File: config.mk
export PLATFORM = sky130hd
export DESIGN_NAME = save_ram_ctrl
export DESIGN_NICKNAME = d
export VERILOG_FILES = /design/src/rtl/save_ram_pkg.sv /design/src/rtl/save_ram_ch2_mux.sv /design/src/rtl/save_ram_ctrl.sv
export SDC_FILE = /design/constraint.sdc
export NUM_CORES = 1
export LEC_CHECK = 0
export CAP_MARGIN = 20
export CORE_MARGIN = 2
export CORE_UTILIZATION = 48
export CTS_BUF_LIST = sky130_fd_sc_hd__clkbuf_8
export CTS_CLUSTER_DIAMETER = 40
export DETAILED_ROUTE_END_ITERATION = 6
export HOLD_SLACK_MARGIN = 0.1
export PLACE_DENSITY = 0.89
export SLEW_MARGIN = 5
export SYNTH_ARGS = -nofsm -noshare
export SYNTH_HDL_FRONTEND = slang
export SYNTH_SLANG_ARGS = --single-unit
File: constraint.sdc
create_clock -name clk -period 4.9 [get_ports clk]
set_input_delay 0.98 -clock clk [delete_from_list [all_inputs] [get_ports clk]]
set_output_delay 0.98 -clock clk [all_outputs]
set_load 0.02 [all_outputs]
File: src/rtl/save_ram_pkg.sv
// Shared types and constants for the save-RAM channel-2 controller.
// Contents:
//   state_t        - sequencer states for the save (SDRAM->buffer) and load
//                    (buffer->SDRAM) byte-copy loops
//   SAVE_BASE_ADDR - SDRAM byte address of save-RAM offset 0
//   SAVE_MAX_LEN   - largest transfer in bytes (equals the save-buffer depth)
//   clamp_len()    - limits a requested length to the buffer depth
package save_ram_pkg;

  typedef enum logic [3:0] {
    IDLE,
    SV_RD,
    SV_WAIT,
    SV_WR,
    LD_ADDR,
    LD_LATCH,
    LD_WR,
    LD_WAIT,
    FINISH
  } state_t;

  localparam logic [24:0] SAVE_BASE_ADDR = 25'h3C0000;
  localparam int unsigned SAVE_MAX_LEN   = 32768;

  function automatic logic [15:0] clamp_len(input logic [15:0] req_len,
                                            input logic [15:0] max_len);
    return (req_len > max_len) ? max_len : req_len;
  endfunction

endpackage

File: src/rtl/save_ram_ch2_mux.sv
// Channel-2 ownership mux. While the savestate engine sleeps the core it
// owns SDRAM ch2 outright and its strobes pass straight through; otherwise
// the save-RAM sequencer drives the channel. Read data is shared.
// Ports:
//   sleep_savestate       - 1: savestate engine owns ch2
//   ss_addr/rd/wr/wdata   - savestate request;   ss_rdata - its read data
//   fsm_addr/rd/wr/din    - sequencer request
//   ch2_addr/rd/wr/din    - to SDRAM ch2;        ch2_dout - from SDRAM ch2
module save_ram_ch2_mux (
  input  logic        sleep_savestate,
  input  logic [24:0] ss_addr,
  input  logic        ss_rd,
  input  logic        ss_wr,
  input  logic [7:0]  ss_wdata,
  output logic [7:0]  ss_rdata,
  input  logic [24:0] fsm_addr,
  input  logic        fsm_rd,
  input  logic        fsm_wr,
  input  logic [7:0]  fsm_din,
  output logic [24:0] ch2_addr,
  output logic        ch2_rd,
  output logic        ch2_wr,
  output logic [7:0]  ch2_din,
  input  logic [7:0]  ch2_dout
);

  always_comb begin
    ch2_addr = fsm_addr;
    ch2_rd   = fsm_rd;
    ch2_wr   = fsm_wr;
    ch2_din  = fsm_din;
    if (sleep_savestate) begin
      ch2_addr = ss_addr;
      ch2_rd   = ss_rd;
      ch2_wr   = ss_wr;
      ch2_din  = ss_wdata;
    end
  end

  assign ss_rdata = ch2_dout;

endmodule

File: src/rtl/save_ram_ctrl.sv
// Save-RAM sequencer for SDRAM channel 2 (clk_ppu_21_47 domain).
// Copies battery-backed PRG NVRAM byte by byte between the SDRAM save region
// and the host save buffer: load (buffer->SDRAM) at boot, save
// (SDRAM->buffer) on host request. The savestate engine preempts the
// sequencer whenever sleep_savestate is high.
// Ports:
//   clk, reset_n              - clock, async active-low reset
//   save_req/load_req/xfer_len- transfer request, sampled in IDLE only
//   save_written              - core wrote NVRAM (sets dirty)
//   sleep_savestate, ss_*     - savestate engine access to ch2
//   ch2_*                     - SDRAM channel 2
//   buf_addr/wr/din/dout      - save buffer (1-cycle read latency)
//   busy, done, core_hold     - transfer status; core_hold during loads
//   dirty                     - NVRAM modified since last completed save
// Build option: define SAVE_RAM_CHECKSUM_EN to add output checksum[15:0],
// the 16-bit sum of every byte moved by the most recent transfer.
module save_ram_ctrl
  import save_ram_pkg::*;
#(
  parameter logic [24:0] BASE_ADDR = SAVE_BASE_ADDR,
  parameter int unsigned MAX_LEN   = SAVE_MAX_LEN
) (
  input  logic        clk,
  input  logic        reset_n,
  input  logic        save_req,
  input  logic        load_req,
  input  logic [15:0] xfer_len,
  input  logic        save_written,
  input  logic        sleep_savestate,
  input  logic [24:0] ss_addr,
  input  logic        ss_rd,
  input  logic        ss_wr,
  input  logic [7:0]  ss_wdata,
  output logic [7:0]  ss_rdata,
  output logic [24:0] ch2_addr,
  output logic        ch2_rd,
  output logic        ch2_wr,
  output logic [7:0]  ch2_din,
  input  logic [7:0]  ch2_dout,
  input  logic        ch2_busy,
  output logic [14:0] buf_addr,
  output logic        buf_wr,
  output logic [7:0]  buf_din,
  input  logic [7:0]  buf_dout,
  output logic        busy,
  output logic        done,
  output logic        core_hold,
  output logic        dirty
`ifdef SAVE_RAM_CHECKSUM_EN
  ,
  output logic [15:0] checksum
`endif
);

  localparam logic [15:0] MAX_LEN_W = 16'(MAX_LEN);

  state_t      state_q, state_d;
  logic [15:0] idx_q, idx_d;
  logic [15:0] len_q, len_d;
  logic        is_load_q, is_load_d;
  logic        seen_q, seen_d;     // save_written observed during this save
  logic        skip_q, skip_d;     // first wait cycle after a strobe
  logic        dirty_q, dirty_d;
  logic [7:0]  data_q, data_d;     // byte in flight; needs no reset
  logic [15:0] idx_inc;
  logic [15:0] req_len;
  logic        fsm_rd, fsm_wr;
  logic [7:0]  fsm_din;
  logic [24:0] fsm_addr;

  assign idx_inc = idx_q + 16'd1;
  assign req_len = clamp_len(xfer_len, MAX_LEN_W);

  always_comb begin
    state_d   = state_q;
    idx_d     = idx_q;
    len_d     = len_q;
    is_load_d = is_load_q;
    seen_d    = seen_q | save_written;
    skip_d    = 1'b0;
    dirty_d   = dirty_q | save_written;
    data_d    = data_q;
    fsm_rd    = 1'b0;
    fsm_wr    = 1'b0;
    buf_wr    = 1'b0;
    done      = 1'b0;
    // Every transfer state holds while the savestate engine owns ch2, so
    // the copy resumes at the same idx once sleep_savestate falls.
    unique case (state_q)
      IDLE: begin
        seen_d = save_written;
        if (load_req || save_req) begin
          is_load_d = load_req;
          len_d     = req_len;
          idx_d     = '0;
          if (req_len == 16'd0) state_d = FINISH;
          else if (load_req)    state_d = LD_ADDR;
          else                  state_d = SV_RD;
        end
      end
      SV_RD: begin
        if (!sleep_savestate && !ch2_busy) begin
          fsm_rd  = 1'b1;
          skip_d  = 1'b1;
          state_d = SV_WAIT;
        end
      end
      SV_WAIT: begin
        // Read data is only valid on the cycle busy is seen low.
        if (!skip_q && !sleep_savestate && !ch2_busy) begin
          data_d  = ch2_dout;
          state_d = SV_WR;
        end
      end
      SV_WR: begin
        if (!sleep_savestate) begin
          buf_wr  = 1'b1;
          idx_d   = idx_inc;
          state_d = (idx_inc == len_q) ? FINISH : SV_RD;
        end
      end
      LD_ADDR: begin
        if (!sleep_savestate) state_d = LD_LATCH;
      end
      LD_LATCH: begin
        if (!sleep_savestate) begin
          data_d  = buf_dout;
          state_d = LD_WR;
        end
      end
      LD_WR: begin
        if (!sleep_savestate && !ch2_busy) begin
          fsm_wr  = 1'b1;
          skip_d  = 1'b1;
          state_d = LD_WAIT;
        end
      end
      LD_WAIT: begin
        if (!skip_q && !sleep_savestate && !ch2_busy) begin
          idx_d   = idx_inc;
          state_d = (idx_inc == len_q) ? FINISH : LD_ADDR;
        end
      end
      FINISH: begin
        done    = 1'b1;
        state_d = IDLE;
        dirty_d = is_load_q ? 1'b0 : (seen_q | save_written);
      end
      default: state_d = IDLE;
    endcase
  end

  always_ff @(posedge clk or negedge reset_n) begin
    if (!reset_n) begin
      state_q   <= IDLE;
      idx_q     <= '0;
      len_q     <= '0;
      is_load_q <= 1'b0;
      seen_q    <= 1'b0;
      skip_q    <= 1'b0;
      dirty_q   <= 1'b0;
    end else begin
      state_q   <= state_d;
      idx_q     <= idx_d;
      len_q     <= len_d;
      is_load_q <= is_load_d;
      seen_q    <= seen_d;
      skip_q    <= skip_d;
      dirty_q   <= dirty_d;
    end
  end

  always_ff @(posedge clk) begin
    data_q <= data_d;
  end

  // Address is held for the whole access so the SDRAM may latch it at any
  // point between strobe and completion.
  always_comb begin
    fsm_addr = '0;
    if (state_q == SV_RD || state_q == SV_WAIT ||
        state_q == LD_WR || state_q == LD_WAIT)
      fsm_addr = BASE_ADDR + {9'd0, idx_q};
  end

  assign fsm_din   = fsm_wr ? data_q : 8'h00;
  assign buf_din   = buf_wr ? data_q : 8'h00;
  assign buf_addr  = idx_q[14:0];
  assign busy      = (state_q != IDLE);
  assign core_hold = is_load_q && (state_q != IDLE);
  assign dirty     = dirty_q;

  save_ram_ch2_mux u_mux (
    .sleep_savestate (sleep_savestate),
    .ss_addr         (ss_addr),
    .ss_rd           (ss_rd),
    .ss_wr           (ss_wr),
    .ss_wdata        (ss_wdata),
    .ss_rdata        (ss_rdata),
    .fsm_addr        (fsm_addr),
    .fsm_rd          (fsm_rd),
    .fsm_wr          (fsm_wr),
    .fsm_din         (fsm_din),
    .ch2_addr        (ch2_addr),
    .ch2_rd          (ch2_rd),
    .ch2_wr          (ch2_wr),
    .ch2_din         (ch2_din),
    .ch2_dout        (ch2_dout)
  );

`ifdef SAVE_RAM_CHECKSUM_EN
  logic [15:0] checksum_q, checksum_d;

  always_comb begin
    checksum_d = checksum_q;
    if (state_q == IDLE && (load_req || save_req))
      checksum_d = '0;
    else if ((state_q == SV_WR && !sleep_savestate) || fsm_wr)
      checksum_d = checksum_q + {8'h00, data_q};
  end

  always_ff @(posedge clk or negedge reset_n) begin
    if (!reset_n) checksum_q <= '0;
    else          checksum_q <= checksum_d;
  end

  assign checksum = checksum_q;
`endif

endmodule

## Yosys cells after proc, flatten, opt, wreduce, memory -nomap -nowiden

Cells that the tools add are included.

| operators by class | value |
|---|---|
| eq/ne operators | 17 |
| bitwise logic cells | 2 |
| $add $sub $neg | 2 |
| magnitude comparators | 1 |
| reduce and logical (&&, ||, !) cells | 21 |
| muxes and demuxes | 38 |

Operator list:

| operator | number |
|---|---|
| two-way mux 16 bit | 4 |
| two-way mux 25 bit | 2 |
| case mux 16 bit (3 select lines) | 1 |
| two-way mux 4 bit | 11 |
| two-way mux 8 bit | 5 |
| case mux 4 bit (8 select lines) | 1 |
| adder 22 x 16 -> 23 bit (first input constant) | 1 |
| adder 16 x 1 -> 16 bit (second input constant) | 1 |
| == test 16 bit | 1 |
| == test 4 x 3 -> 1 bit (second input constant) | 4 |
| > comparator 16 bit (second input constant) | 1 |
| logical NOT 16 bit | 1 |
| inequality test 2 bit (second input constant) | 8 |
| case mux 8 bit (2 select lines) | 1 |
| two-way mux 1 bit | 12 |
| == test 4 x 2 -> 1 bit (second input constant) | 2 |
| AND reduction 8 bit | 1 |
| == test 4 x 1 -> 1 bit (second input constant) | 1 |
| == test 4 bit (second input constant) | 1 |
| logical AND 1 bit | 4 |
| logical NOT 4 bit | 1 |
| logical OR 1 bit | 4 |
| AND reduction 4 bit | 1 |
| nonzero test 4 bit | 1 |
| other kinds (8) | 11 |

| storage, ports and cells | value |
|---|---|
| flip-flop bits (word level) | 48 |
| output and inout bits | 71 |
| logic and storage cells | 89 |
| input bits | 74 |

## Logic depth before layout (Yosys ltp)

Gate-level depths: netlist (run 1).

| logic depth | value |
|---|---|
| depth in word-level cells | 6 |
| depth in mapped cells | 8 |
| depth with buffers taken out | 7 |

## Cells and area by module

A second synthesis (run 1) with hierarchy kept.

| unflattened totals | value |
|---|---|
| cell total of the unflattened synthesis | 394 |
| area total of the unflattened synthesis | 3762.4 um^2 |

Modules (own cells, without submodules):

| module | cells an instance | sequential area each (um^2) | area an instance (um^2) | times used |
|---|---|---|---|---|
| save_ram_ctrl | 347 | 1241.2 | 3124.2 | 1 |
| save_ram_ch2_mux | 47 | 0.0 | 638.1 | 1 |

## Worst setup path before layout (run 1)

No wires, ideal clock.

| timing path | value |
|---|---|
| path type | input-to-output |
| start point | in sleep_savestate |
| end point | out buf_din[0] |
| data required time | 3.920 ns |
| arrival | 2.640 ns |
| slack | 1.280 ns |
| buffers on the path | 1 |
| stages on the path | 3 |
| cells stage by stage | clkbuf_1 -> nor4_1 -> and2_1 |

| on the way | value |
|---|---|
| word-level cells in the longest chain between the ends | 3 |

Ends and longest elaborated chain:

| element | line | RTL |
|---|---|---|
| start: declaration | save_ram_ctrl.sv:29 | `input logic sleep_savestate,` |
| two-way mux 1 bit | save_ram_ctrl.sv:116 | `if (!sleep_savestate) begin` |
| two-way mux 1 bit | save_ram_ctrl.sv:89 | `unique case (state_q)` |
| via buf_wr | save_ram_ctrl.sv:42 | `output logic buf_wr,` |
| two-way mux 8 bit | save_ram_ctrl.sv:187 | `assign buf_din = buf_wr ? data_q : 8'h00;` |
| end: declaration | save_ram_ctrl.sv:43 | `output logic [7:0] buf_din,` |

The timed path passes the listed nets, and every way through them passes these cells.

## Final worst setup path (run 1)

| timing path | value |
|---|---|
| start point | in sleep_savestate |
| end point | out buf_din[7] |

| on the way | value |
|---|---|
| word-level cells in the longest chain between the ends | 3 |

Ends and longest elaborated chain:

| element | line |
|---|---|
| two-way mux 1 bit | save_ram_ctrl.sv:116 |
| two-way mux 1 bit | save_ram_ctrl.sv:89 |
| two-way mux 8 bit | save_ram_ctrl.sv:187 |

Every way passes these cells.

==> results.ini, run 1 <==
[final_layout]
instances_no_fill=588
fillers=515
seqCellArea_um2=1240
antenna_cells=0
fin_area_um2=4860
multi_input_area_um2=1900
num-nets-final=566
drive_above_1_share_pct=7.93
area_growth_pct=41.0
final_core_util_pct=70.8

[detailed_routing]
dr.first_iter.drc_count=465
first_pass_iters=5
wl_per_cell_um=16.9
vias=3448
ant_nets=0
drt-total-wl_mm=9.94
remaining_drc_errors=0
vias_per_cell=5.86

[synth]
yosys_warnings=0
yosys.area.top_type=dfrtp_1
ys_seq_area_share_pct=36.0
synthTopCellsByArea=dfrtp_1 (29%), a22o_1 (8.1%), edfxtp_1 (7.0%)
postSynthCellCount=384
syn_area_per_cell_um2=8.98
yosysUniqueCellTypes=58
syn-cell-area_um2=3450
ys.flop_type=dfrtp_1
yosys-top-cells-count=dfrtp_1 (40), o21ai_0 (33), a22o_1 (32), nand2_1 (31), buf_4 (25)
synthArstFlopShare_pct=83.3
synth_edf_count=8
ys_ff_latch=48
netlist.area_leader.share_pct=29.0
yosysMostFrequentCell=dfrtp_1
synth_nets=459

[die]
die_x_um=88.7
rows=30
die_y_um=88.7
io_pins=145
start_util_pct=50.2
core_um2=6870
die-area_um2=7870

[setup_path]
cp.arrival_ns=3.06
startpoint_type=primary input
crit_required_ns=3.92
r2r_cells=6
ff2ff_setup_slack_ns=1.91
worstSetupPathType=in -> out
cp_max_fo=7
setup.worst_path.end_class=output port
r2r-start=idx_q[2]
timing.rr.end=state_q[3]

[clock_network]
htree_levels=2
postCtsSetupRepairBufs=0
clk_pin_slew_worst_paths_ns=0.10
clk_path_buf_depth=2
numCtsBuffers=5
tritoncts=yes
cts_hold_buf=0
clock-sinks=48
clkLatencyLatePin_ns=0.32
ctsResizeCount=0
root_buffer=clkbuf_8

[worst_hold_path]
hp-start=seen_q
hold_class=reg -> reg
whs_path_depth=1
worstHoldEndpoint=seen_q

[sta]
hold_viol=0
max_freq_ghz=0.247
layout_min_cycle_time_ns=4.04
rsz0062_at_grt=false
relSlewSlack_pct=40.2
timing.final.ws_setup_ns=0.859
setup_viol=0
fin_tns_setup_ns=0
finalMaxSlewViolations=0
worstMarginPinSlew_ns=0.889
holdWs_ns=0.495
finalClockSkew_ns=0.0176
fin_crit_sh_pct=82.5

[pwr]
max-vdd-ir-drop_uv=215
powerDensity_nw_per_um2=329
finalPower_mw=1.60
p_leak_nw=1.88

[placed_design]
dpl.cell_count=579
place_ws_ns=0.956
port-buffer-count=144
dpl-instance-area_um2=4770
dp_hpwl_mm=7.56
gp_congestion=0.884

[global_route]
grt.overflow.total=0
grt_pass1_wl_mm=15.4
grt_pass1_vias=3191
antenna_found_initial=0
grt_usage_pct=25.1
grt_max_degree=41

[job]
drv_cap=0

[run_status]
outcome=finished, final reports clean

-- cells by family (layout without fill, tap and decap cells) --
family                     Yosys count  count (layout)  synth area share, %
AOI/OAI and AO/OA                  118             118                 25.1
xor gates and xnor gates            18              18                 4.57
adders and majority gates            1               1                0.363
buffers and inverters               57             165                 9.07
DFF                                 48              48                 36.0
muxes                               10              10                 3.23
and+or+nand+nor                    132             132                 21.7
-- power by group --
part / internal, mW / switching, mW
Sequential: 0.501 / 0.121
Clock: 0.101 / 0.142
Combinational: 0.370 / 0.363
Total: 0.972 / 0.626
-- flip-flops by register name (all words and copies together) (netlist names) --
register,cells
data_q,8
state_q,4
len_q,16
skip_q,1
dirty,1
seen_q,1
is_load_q,1
idx_q,16
-- critical path, stage by stage --
cell,delay [ns]
clkdlybuf4s50_1,0.55
nor4_1,0.56
buf_4,0.24
and2_1,0.12
clkdlybuf4s50_1,0.61
-- worst max path at each step --
| stage | end | from |
|---|---|---|
| 5_1_grt | buf_din[1] | sleep_savestate |
| 6_report | buf_din[7] | sleep_savestate |
| 3_3_place_gp | buf_din[6] | sleep_savestate |
| 4_1_cts | ch2_addr[13] | sleep_savestate |
| 2_1_floorplan | buf_din[0] | sleep_savestate |
| 3_5_place_dp | ch2_addr[13] | sleep_savestate |
-- routing by layer --
metal  up-vias  GRT usage (%)  wire, um
met5         -              0         0
met4         0           7.71       133
met3        18           3.92       715
met2       168           41.5      5080
met1      1645           34.0      4010
li1       1617              -         -
-- placed cells by master (no fill, tap or decap), drive strengths merged, types with 2 or more instances in the layout --
cell type / instances
a2111oi: 3
a211o: 3
a211oi: 2
a21o: 9
a21oi: 9
a22o: 33
a311oi: 2
a31oi: 4
and2: 17
and3: 5
and4: 3
buf: 8
clkbuf: 6
clkdlybuf4s50: 143
dfrtp: 40
edfxtp: 8
inv: 6
mux2: 9
nand2: 31
nand2b: 11
nand3: 8
nand4: 10
nor2: 17
nor2b: 4
nor3: 9
nor4: 10
o21ai: 34
o221a: 2
o31ai: 6
o41ai: 2
or3: 2
or4: 2
xnor2: 9
xor2: 9
-- final cells by class --
class	count	share of cell area, %
clock buffer	5	1.42
multi-input combinational	279	39.0
timing repair buffer	152	30.7
clock inverter	3	0.438
inverter	5	0.386
sequential	48	25.5
tap	96	2.47
Note: power is estimated with default switching activity, not from simulation.
==> inputs of run 2 (changes only) <==
- CORE_UTILIZATION: 48 -> 40
- PLACE_DENSITY: 0.89 -> 0.79
- clock period: 4.9 -> 3.5 ns (I/O delays scaled with it)
==> run 2 against run 1 <==
Compared with the run above: critical path type unchanged; design area rose by 1.4%; flip-flop and latch count did not move; via count fell by 3.4%; largest power group unchanged; hold slack got worse by 0.0063 ns; die area rose by 19%; core utilization fell by 11 points; global-route usage fell by 4.2 points; register-to-register slack got worse by 1.2 ns; sequential share of layout area fell by 0.35 points; clock skew fell by 0.010 ns; non-clock buffer count rose by 2; critical path depth did not move.
==> results.ini, run 2 (synthesized netlist as in run 1, its figures left out) <==
[pwr]
max-vdd-ir-drop_uv=294
powerDensity_nw_per_um2=467
p_leak_nw=1.91
finalPower_mw=2.30

[run_status]
outcome=finished, final reports clean

[final_layout]
instances_no_fill=599
antenna_cells=0
final_core_util_pct=59.4
final_cell_mix=clkdlybuf4s50_1 (143), dfrtp_1 (40), o21ai_0 (33), a22o_1 (32), nand2_1 (31)
drive_above_1_share_pct=8.30
num-nets-final=568
top_regs=idx_q: 16 flops, len_q: 16 flops, data_q: 8 flops
area_growth_pct=43.0
layout_commonest_cell=clkdlybuf4s50_1

[setup_path]
critPathMostFrequentCell=clkdlybuf4s50_1
r2r_cells=7
cp.arrival_ns=2.62
critPathTopFamily=buffers and inverters
startpoint_type=primary input
cp_max_fo=6
crit_slowest_cell=clkdlybuf4s50_1
path_depth=5
worstSetupPathType=in -> out
crit_buf_inv=3
critPathMaxStageDelay_ns=0.60
crit_required_ns=2.80
path_cells=clkdlybuf4s50_1 -> nor4_1 -> buf_4 -> and2_1 -> clkdlybuf4s50_1
setup.worst_path.end_class=output port

[placed_design]
dpl.cell_count=591
gp_congestion=0.859
place_ws_ns=0.194
port-buffer-count=144
dp_hpwl_mm=7.56

[worst_hold_path]
hold_class=reg -> reg
whs_path_depth=1

[sta]
fin_crit_sh_pct=94.9
layout_min_cycle_time_ns=3.32
fin_tns_setup_ns=0
finalClockSkew_ns=0.00739
timing.final.ws_setup_ns=0.179
relSlewSlack_pct=42.1
max_freq_ghz=0.301
finalMaxSlewViolations=0
worstMarginPinSlew_ns=0.868
hold_viol=0
setup_viol=0
rsz0062_at_grt=false

[clock_network]
clkLatencyLatePin_ns=0.30
ctsResizeCount=0
postCtsSetupRepairBufs=0
clock-sinks=48
cts_hold_buf=0
numCtsBuffers=5
clk_pin_slew_worst_paths_ns=0.09
tritoncts=yes
clk_path_buf_depth=2
root_buffer=clkbuf_8
htree_levels=2

[die]
rows=33
core_um2=8300
die_y_um=96.8
start_util_pct=41.5
die-area_um2=9380
io_pins=145
die_x_um=96.8

[detailed_routing]
wl_per_cell_um=16.6
dr.first_iter.drc_count=146
drt-total-wl_mm=9.92
ant_nets=0
vias=3331
remaining_drc_errors=0
first_pass_iters=5
vias_per_cell=5.56

[global_route]
grt_pass1_vias=3277
antenna_found_initial=0
grt_pass1_wl_mm=16.6
grt_max_degree=41
grt.overflow.total=0
grt_usage_pct=20.9

[job]
drv_cap=0

==> run 2: changes by cell type in the layout (fill, tap and decap cells not counted), sizes merged <==
cell,delta
buf,+3
clkbuf,-1
clkinv,+1
bufinv,+1
clkinvlp,-1
inv,-1
==> run 2: routing by layer <==
layer | vias to the layer above | track usage [%] | wire (um)
li1 | 1620 | - | -
met1 | 1601 | 28.0 | 4390
met2 | 104 | 35.6 | 4990
met3 | 6 | 3.18 | 430
met4 | 0 | 4.88 | 105
met5 | - | 0 | 0
==> run 2: path summary, 6_finish.rpt <==
kind                       slack [ns]         end       startpoint
max                              0.18  buf_din[5]  sleep_savestate
min                              0.49       dirty        is_load_q
max reg2reg                      0.74  state_q[3]         idx_q[0]
min reg2reg                      0.49       dirty        is_load_q
max in group asynchronous        2.45   idx_q[12]          reset_n
min in group asynchronous        0.51    len_q[6]          reset_n
==> run 2: cell type report <==
class,count,area [um2]
Tap cell,105,131
Inverter,5,18.8
Fill cell,749,3370
Clock inverter,3,47.5
Multi-Input combinational cell,279,1900
Timing Repair Buffer,154,1520
Clock buffer,5,68.8
Sequential cell,48,1240
==> run 2: report_power, final <==
part	switching, mW	internal, mW
sequential	0.169	0.701
clock	0.192	0.215
combinational	0.495	0.530
==> run 2: metrics by stage <==
step	hold WS, ns	cell area, um2
detailed placement	0.472	4810
finish	0.489	4930
floorplan	0.404	3450
global route	0.517	4930
CTS	0.490	4930
global placement	0.465	4810
